$ cat config.mk
export PLATFORM = sky130hd
export DESIGN_NAME = mem_arbiter
export DESIGN_NICKNAME = d
export VERILOG_FILES = /design/src/rtl/mem_arbiter.sv
export SDC_FILE = /design/constraint.sdc
export NUM_CORES = 1
export LEC_CHECK = 0
export BUFFER_PORTS_ARGS = -buffer_cell sky130_fd_sc_hd__buf_2
export CAP_MARGIN = 5
export CORE_MARGIN = 2
export CORE_UTILIZATION = 51
export DETAILED_ROUTE_END_ITERATION = 12
export HOLD_SLACK_MARGIN = 0.15
export PLACE_DENSITY = 0.85
export SETUP_SLACK_MARGIN = 0.2
export SLEW_MARGIN = 20
export SYNTH_ARGS = -nofsm -noshare
export SYNTH_HDL_FRONTEND = slang
export SYNTH_SLANG_ARGS = --single-unit
$ cat constraint.sdc
create_clock -name clk -period 4.2 [get_ports clk]
set_input_delay 1.05 -clock clk [delete_from_list [all_inputs] [get_ports clk]]
set_output_delay 1.05 -clock clk [all_outputs]
set_load 0.02 [all_outputs]
$ cat src/rtl/mem_arbiter.sv
// -----------------------------------------------------------------------------
// mem_arbiter
//
// Two-port round-robin arbiter and access sequencer for the shared RAM.
// Requester 0 is the controller-side memory port, requester 1 the loader/debug
// port. One requester is granted at a time. Its command is latched, and the RAM
// strobes are driven for a fixed window of WAIT_CYCLES cycles. Completion is
// signalled with a one-cycle done pulse, and the read data is held on rdata.
//
// Parameters
//   AW           address width
//   DW           data width
//   WAIT_CYCLES  cycles ram_ena is held per access (legal range 1..15)
//
// Ports
//   clk                       system clock, rising edge
//   rst                       asynchronous, active-high reset
//   req0/we0/addr0/wdata0     requester 0 command (level, held until done0)
//   gnt0, done0               requester 0 ownership / completion pulse
//   req1/we1/addr1/wdata1     requester 1 command
//   gnt1, done1               requester 1 ownership / completion pulse
//   rdata                     data of the last completed read (shared)
//   ram_ena/read/write        RAM enable and direction strobes
//   ram_addr, ram_wdata       latched RAM address / write data
//   ram_rdata                 RAM read data, valid while ram_ena && ram_read
//
// All outputs are registered.
// -----------------------------------------------------------------------------
module mem_arbiter #(
   parameter int AW          = 8,
   parameter int DW          = 8,
   parameter int WAIT_CYCLES = 1
) (
   input  logic          clk,
   input  logic          rst,
   input  logic          req0,
   input  logic          we0,
   input  logic [AW-1:0] addr0,
   input  logic [DW-1:0] wdata0,
   output logic          gnt0,
   output logic          done0,
   input  logic          req1,
   input  logic          we1,
   input  logic [AW-1:0] addr1,
   input  logic [DW-1:0] wdata1,
   output logic          gnt1,
   output logic          done1,
   output logic [DW-1:0] rdata,
   output logic          ram_ena,
   output logic          ram_read,
   output logic          ram_write,
   output logic [AW-1:0] ram_addr,
   output logic [DW-1:0] ram_wdata,
   input  logic [DW-1:0] ram_rdata
);

   typedef enum logic [1:0] {
      S_IDLE   = 2'd0,
      S_ACCESS = 2'd1,
      S_DONE   = 2'd2
   } state_t;

   // The counter is loaded with WAIT_CYCLES-1 on the grant edge. The window
   // ends on the edge where it is found at zero, which gives exactly
   // WAIT_CYCLES cycles of ram_ena.
   localparam logic [3:0] CNT_INIT = 4'(WAIT_CYCLES - 1);

   state_t        state_q;
   logic [3:0]    cnt_q;
   logic          last_q;       // last granted requester; also the owner while busy
   logic          gnt0_q, gnt1_q;
   logic          done0_q, done1_q;
   logic          ram_ena_q, ram_read_q, ram_write_q;
   logic [AW-1:0] ram_addr_q;
   logic [DW-1:0] ram_wdata_q;
   logic [DW-1:0] rdata_q;

   // Arbitration decode. It is only consumed in IDLE.
   logic          any_req;
   logic          owner_d;
   logic          sel_we;
   logic [AW-1:0] sel_addr;
   logic [DW-1:0] sel_wdata;

   // NOTE: every signal gets a default at the top of the always_comb, so no
   // path through the block leaves a value unassigned and no latch is inferred.
   always_comb begin
      any_req = req0 | req1;
      owner_d = last_q;
      if (req0 && req1) begin
         owner_d = ~last_q;      // tie: the requester not served last wins
      end else if (req0) begin
         owner_d = 1'b0;
      end else if (req1) begin
         owner_d = 1'b1;
      end
      sel_we    = owner_d ? we1    : we0;
      sel_addr  = owner_d ? addr1  : addr0;
      sel_wdata = owner_d ? wdata1 : wdata0;
   end

   // NOTE: all state below is updated with non-blocking assignments. Every
   // register then samples the pre-edge values of the others, regardless of
   // statement order.
   always_ff @(posedge clk or posedge rst) begin
      if (rst) begin
         state_q     <= S_IDLE;
         cnt_q       <= '0;
         last_q      <= 1'b1;      // requester 0 wins the first tie
         gnt0_q      <= 1'b0;
         gnt1_q      <= 1'b0;
         done0_q     <= 1'b0;
         done1_q     <= 1'b0;
         ram_ena_q   <= 1'b0;
         ram_read_q  <= 1'b0;
         ram_write_q <= 1'b0;
         ram_addr_q  <= '0;
         ram_wdata_q <= '0;
         rdata_q     <= '0;
      end else begin
         // The done pulses last a single cycle unless re-asserted below.
         done0_q <= 1'b0;
         done1_q <= 1'b0;

         unique case (state_q)
            S_IDLE: begin
               if (any_req) begin
                  state_q     <= S_ACCESS;
                  last_q      <= owner_d;
                  gnt0_q      <= ~owner_d;
                  gnt1_q      <= owner_d;
                  ram_ena_q   <= 1'b1;
                  ram_write_q <= sel_we;
                  ram_read_q  <= ~sel_we;
                  ram_addr_q  <= sel_addr;
                  ram_wdata_q <= sel_wdata;
                  cnt_q       <= CNT_INIT;
               end
            end

            S_ACCESS: begin
               // The latched command is held. Requester inputs are not looked at here.
               if (cnt_q != 4'd0) begin
                  cnt_q <= cnt_q - 4'd1;
               end else begin
                  if (ram_read_q) begin
                     rdata_q <= ram_rdata;
                  end
                  ram_ena_q   <= 1'b0;
                  ram_read_q  <= 1'b0;
                  ram_write_q <= 1'b0;
                  gnt0_q      <= 1'b0;
                  gnt1_q      <= 1'b0;
                  done0_q     <= ~last_q;
                  done1_q     <= last_q;
                  state_q     <= S_DONE;
               end
            end

            S_DONE: begin
               // Dead cycle: a request still held is arbitrated again from IDLE.
               state_q <= S_IDLE;
            end

            default: begin
               state_q <= S_IDLE;
            end
         endcase
      end
   end

   assign gnt0      = gnt0_q;
   assign gnt1      = gnt1_q;
   assign done0     = done0_q;
   assign done1     = done1_q;
   assign rdata     = rdata_q;
   assign ram_ena   = ram_ena_q;
   assign ram_read  = ram_read_q;
   assign ram_write = ram_write_q;
   assign ram_addr  = ram_addr_q;
   assign ram_wdata = ram_wdata_q;

endmodule

==> flow_metrics.env, run 1 <==
export IMPL_irDropWorstVdd_uv=332
export IMPL_clock_sinks=38
export IMPL_seq_power_share=0.375
export IMPL_grtUsageMet3=0.0446
export IMPL_ys_async_sr_fraction=1.00
export IMPL_synth_nets=223
export IMPL_p_comb_frac=0.524
export IMPL_met1_usage=0.266
export IMPL_io_buffers=76
export IMPL_hp_class="register to register"
export IMPL_finalInstanceArea_um2=2240
export IMPL_synth_edf_count=0
export IMPL_cts_resized=0
export IMPL_initial_core_util=0.536
export IMPL_first_global_vias=1486
export IMPL_rows=21
export IMPL_drt_total_wl_mm=4.06
export IMPL_dieArea_um2=4060
export IMPL_syn_avg_cell_area_um2=10.4
export IMPL_skew_ns=0.0114
export IMPL_place_ws_ns=1.74
export IMPL_vias=1610
export IMPL_switching_power_uw=792
export IMPL_fin_util=0.660
export IMPL_drtIter0Drc=66
export IMPL_yosys_warnings=0
export IMPL_post_cts_buffers=0
export IMPL_internal_power_uw=966
export IMPL_clkTransAtPathRegs_ns=0.12
export IMPL_power_leakage_uw=0.00108
export IMPL_grt_max_degree=31
export IMPL_cts_root_buf="clkbuf_4"
export IMPL_switching_share=0.451
export IMPL_htreeDepth=2
export IMPL_worstPathRequired_ns=4.45
export IMPL_netlist_area_um2=1820
export IMPL_firstDrtPassIters=4
export IMPL_area_growth_pct=23.1
export IMPL_top_usage_layer="met2"
export IMPL_setup_viol=0
export IMPL_drive_gt1_frac=0.417
export IMPL_placed_area_um2=2190
export IMPL_drv_slew=0
export IMPL_dieHeight_um=63.7
export IMPL_fin_tns_setup_ns=0
export IMPL_worstSetupPathType="primary input to register"
export IMPL_synth_seq_cells=38
export IMPL_tightest_slew_ns=0.915
export IMPL_critPathLaunchType="primary input"
export IMPL_status="completed"
export IMPL_final_period_utilization=0.497
export IMPL_drc=0
export IMPL_clkLatencyLatePin_ns=0.35
export IMPL_grtUsageTotal=0.215
export IMPL_cts_root_to_sink_buffers=2
export IMPL_slowest_stage="nor2_1"
export IMPL_core_area_um2=3390
export IMPL_crit_family="simple AND/OR/NAND/NOR gates"
export IMPL_cts_tree="built"
export IMPL_rsz0062_at_grt="no"
export IMPL_pwr_density_cell_nw_per_um2=787
export IMPL_grt_pass1_wl_mm=6.81
export IMPL_hold_buffers=0
export IMPL_crit_fanout=17
export IMPL_yosysSeqAreaShare=0.524
export IMPL_max_cap_violations=0
export IMPL_ant_nets=0
export IMPL_grt_overflow_total=0
export IMPL_io_pins=77
export IMPL_hpwl_mm=2.88
export IMPL_period_needed_ns=2.09
export IMPL_cts_buffers=5
export IMPL_slowest_delay_ns=0.71
export IMPL_path_cells="buf_2 -> nor2_1 -> o21ai_0 -> a32o_1"
export IMPL_slew_headroom=0.388
export IMPL_via_per_inst=5.49
export IMPL_syn_inst=175
export IMPL_holdWs_ns=0.491
export IMPL_gp_congestion=0.808
export IMPL_ys_flop_type="dfrtp_1"
export IMPL_n_antenna_cell=0
export IMPL_max_clock_freq_mhz=479
export IMPL_cp_buffers_inverters=1
export IMPL_crit_arrival_ns=2.34
export IMPL_die_x_um=63.7
export IMPL_p_clk_frac=0.101
export IMPL_grtUsageMet2=0.368
export IMPL_postLayoutSetupSlackWorst_ns=2.11
export IMPL_hold_viol_final=0
export IMPL_synth_cell_types=37
export IMPL_grt_antenna_before_repair=0
export IMPL_cp_end_kind="register"
export IMPL_fin_nets=295
export IMPL_wl_per_cell_um=13.9
-- Yosys cell counts (2+ instances only) --
master | n | area share
nor2_1 | 5 | 0.010
ha_1 | 2 | 0.014
o21ai_0 | 20 | 0.055
buf_2 | 8 | 0.022
mux2_2 | 8 | 0.050
inv_1 | 6 | 0.012
a21oi_1 | 17 | 0.047
nand2_1 | 4 | 0.0083
or2_2 | 2 | 0.0069
a21o_1 | 2 | 0.0083
mux2i_1 | 2 | 0.011
buf_6 | 2 | 0.012
nand3_1 | 20 | 0.055
a31oi_1 | 16 | 0.055
buf_4 | 2 | 0.0083
nor3_1 | 2 | 0.0055
dfrtp_1 | 37 | 0.51
-- worst reg2reg max path: stages (launching register included) --
cell and delay (ns):
dfstp_2 0.61, and2_1 0.50, o21ai_0 0.17, a32o_1 0.29
-- flip-flops by register name, summed over array words and instances, names as in the netlist, 2 cells and up --
signal,flops
state_q,2
ram_addr,8
cnt_q,4
rdata,8
ram_wdata,8
-- path summary, 6_finish.rpt --
path / cells past startpoint / from / to / slack [ns]
setup / recovery: 4 / req1 / ram_read / 2.11
hold / removal: 1 / ram_ena / ram_ena / 0.49
setup reg to reg: 3 / last_q / ram_read / 2.54
hold reg to reg: 1 / ram_ena / ram_ena / 0.49
max in group asynchronous: 3 / rst / state_q[0] / 2.88
min in group asynchronous: 2 / rst / ram_wdata[4] / 0.74
-- per-stage QoR --
stage,std cells,power (uW)
2_1_floorplan,175,1350
3_3_place_gp,286,1570
3_5_place_dp,286,1600
4_1_cts,293,1770
5_1_grt,293,1900
6_report,293,1760
-- power by group through the flow --
stage | clock network [uW] | registers (uW) | logic, uW
finish | 177 | 660 | 922
detailed placement | 0 | 667 | 929
CTS | 182 | 661 | 928
floorplan | 0 | 831 | 519
global placement | 0 | 661 | 913
global route | 196 | 681 | 1020
-- logic make-up (layout without fill, tap and decap cells) --
kind of cell | after synthesis | count (layout) | share of synthesized area
AO/OA/AOI/OAI | 62 | 62 | 0.199
AND/OR/NAND/NOR | 43 | 43 | 0.139
flip-flops | 38 | 38 | 0.524
buffers and inverters | 19 | 91 | 0.0572
multiplexers | 11 | 11 | 0.0668
adder cells (fa/ha/maj) | 2 | 2 | 0.0138
-- area by class of cell --
class,instances,area (um2)
tap,46,57.6
multi-input combinational,118,761
clock inverter,2,10.0
sequential,38,952
inverter,6,22.5
timing repair buffer,78,395
fill,309,1150
clock buffer,5,37.5
-- cell usage in the layout, fill, tap and decap left out, types with 2 or more instances in the layout --
| cell type | instances |
|---|---|
| nor3_1 | 2 |
| or2_2 | 2 |
| buf_4 | 2 |
| nand3_1 | 20 |
| o21ai_0 | 20 |
| mux2_2 | 8 |
| a21oi_1 | 17 |
| a21o_1 | 2 |
| nor2_1 | 5 |
| clkbuf_4 | 5 |
| clkinv_2 | 2 |
| buf_2 | 76 |
| ha_1 | 2 |
| mux2i_1 | 2 |
| a31oi_1 | 16 |
| inv_1 | 5 |
| dfrtp_1 | 37 |
| nand2_1 | 4 |
-- layer usage --
layer	up-vias	routed length, um
met2	54	2070
met4	0	65
met1	762	1730
li1	787	-
met3	7	199
met5	-	0
No activity file was read; power rests on OpenSTA's default activity.
==> run 2, diff against run 1 <==
- CORE_UTILIZATION: 51 -> 43
- PLACE_DENSITY: 0.85 -> 0.76
- clock period: 4.2 -> 1.7 ns (I/O delays scaled with it)
==> flow_metrics.env, run 2 (synthesized netlist as in run 1, its figures left out) <==
export IMPL_cts_buffers=5
export IMPL_grt_max_degree=39
export IMPL_rows=23
export IMPL_fillers=366
export IMPL_tightest_slew_ns=0.484
export IMPL_path_cells="inv_2 -> ha_4 -> nor3b_4 -> buf_6 -> o22ai_4 -> mux2_4"
export IMPL_firstDrtPassIters=4
export IMPL_core_area_um2=4030
export IMPL_dieHeight_um=69
export IMPL_status="completed"
export IMPL_crit_arrival_ns=1.72
export IMPL_power_uw=5020
export IMPL_drt_total_wl_mm=4.54
export IMPL_drc=0
export IMPL_grt_overflow_total=0
export IMPL_finalInstanceArea_um2=2460
export IMPL_clock_sinks=38
export IMPL_hold_buffers=0
export IMPL_pwr_density_cell_nw_per_um2=2040
export IMPL_postLayoutSetupSlackWorst_ns=0.174
export IMPL_placed_area_um2=2240
export IMPL_n_antenna_cell=0
export IMPL_drv_slew=0
export IMPL_rsz0062_at_grt="yes"
export IMPL_cts_tree="built"
export IMPL_clkTransAtPathRegs_ns=0.08
export IMPL_r2r_cells=6
export IMPL_ant_nets=0
export IMPL_cts_root_buf="clkbuf_8"
export IMPL_slowest_delay_ns=0.39
export IMPL_cp_end_kind="register"
export IMPL_clkLatencyLatePin_ns=0.30
export IMPL_die_x_um=69
export IMPL_slew_headroom=0.676
export IMPL_hold_viol_final=0
export IMPL_worstReg2RegStart="cnt_q[0]"
export IMPL_io_pins=77
export IMPL_final_period_utilization=0.898
export IMPL_area_growth_pct=35.4
export IMPL_gp_congestion=0.903
export IMPL_critPathLaunchType="register"
export IMPL_worstPathRequired_ns=1.89
export IMPL_reg2reg_to="cnt_q[1]"
export IMPL_drive_gt1_frac=0.473
export IMPL_hpwl_mm=3.11
export IMPL_period_needed_ns=1.53
export IMPL_fin_tns_setup_ns=0
export IMPL_drtIter0Drc=75
export IMPL_first_global_vias=1617
export IMPL_mostFrequentLayoutCells="76 x buf_2, 37 x dfrtp_1, 20 x o21ai_0"
export IMPL_skew_ns=0.00892
export IMPL_wl_per_cell_um=14.6
export IMPL_fin_nets=309
export IMPL_rrSetupSlack_ns=0.17
export IMPL_initial_core_util=0.451
export IMPL_worstSetupPathType="register to register"
export IMPL_crit_fanout=3
export IMPL_place_ws_ns=0.119
export IMPL_power_leakage_uw=0.00118
export IMPL_cts_root_to_sink_buffers=2
export IMPL_slowest_stage="dfrtp_1"
export IMPL_max_clock_freq_mhz=655
export IMPL_grt_pass1_wl_mm=7.51
export IMPL_holdWs_ns=0.158
export IMPL_setup_viol=0
export IMPL_grtUsageTotal=0.197
export IMPL_vias=1677
export IMPL_via_per_inst=5.38
export IMPL_htreeDepth=2
export IMPL_max_cap_violations=0
export IMPL_hp_class="primary input to asynchronous set/reset pin"
export IMPL_final_common_cell="buf_2"
export IMPL_dieArea_um2=4760
export IMPL_io_buffers=76
export IMPL_grt_antenna_before_repair=0
export IMPL_irDropWorstVdd_uv=804
==> run 2: cell types whose count changed in the layout (fill, tap and decap cells not counted), moves of 2 or more <==
cell      previous run  this run
buf_4                2        13
inv_2                1         3
clkbuf_8             0         6
clkbuf_4             5         0
buf_12               0         2
mux2_4               0         2
inv_1                5         3
==> run 2: worst max-delay path: cells and delay by family, from the launching register on <==
family	cells	cell delay [ns]
buf+inv	2	0.24
fa+ha+maj	1	0.13
flops	1	0.39
simple gates	1	0.27
compound gates	1	0.07
mux	1	0.32
==> run 2: worst max path at each step <==
stage                        start       end  slack, ns  depth (start not counted)
after floorplan           cnt_q[0]  rdata[0]       0.27                          5
after detailed placement  cnt_q[0]  rdata[2]       0.12                          5
after CTS                 cnt_q[0]  rdata[2]       0.16                          5
after global routing      cnt_q[0]  rdata[2]        0.1                          5
final                     cnt_q[0]  cnt_q[1]       0.17                          6
after global placement    cnt_q[0]  rdata[7]       0.18                          5
==> run 2: through the flow <==
stage | cells | util
after global placement | 294 | 0.555
final | 312 | 0.611
after detailed placement | 294 | 0.555
after CTS | 308 | 0.597
after floorplan | 175 | -
after global routing | 312 | 0.611
==> run 2: cell type report <==
type	count	area, um2	area share
Clock inverter	2	12.5	0.00509
Sequential cell	38	952	0.387
Inverter	6	22.5	0.00916
Tap cell	50	62.6	0.0254
Timing Repair Buffer	92	529	0.215
Clock buffer	6	82.6	0.0336
Multi-Input combinational cell	118	798	0.325
==> run 2: report_power, final <==
part	leakage (uW)	switching [uW]	internal (uW)	total (uW)
clock network	0.0000472	334	326	660
registers	0.000446	278	1360	1640
logic	0.000687	1550	1170	2720
total	0.00118	2160	2860	5020
==> run 2: what timing repair did <==
item | 4_1_cts | 5_1_grt
pin swaps | 2 | 3
setup buffers | 6 | 4
gates resized for setup | 5 | 8
setup endpoints to repair | 16 | 16
==> run 2: routing by layer <==
| layer | GRT usage | part of all wire |
|---|---|---|
| met2 | 0.347 | 0.52 |
| met1 | 0.229 | 0.41 |
| met3 | 0.0556 | 0.059 |
| met5 | 0 | 0 |
| met4 | 0.0654 | 0.013 |
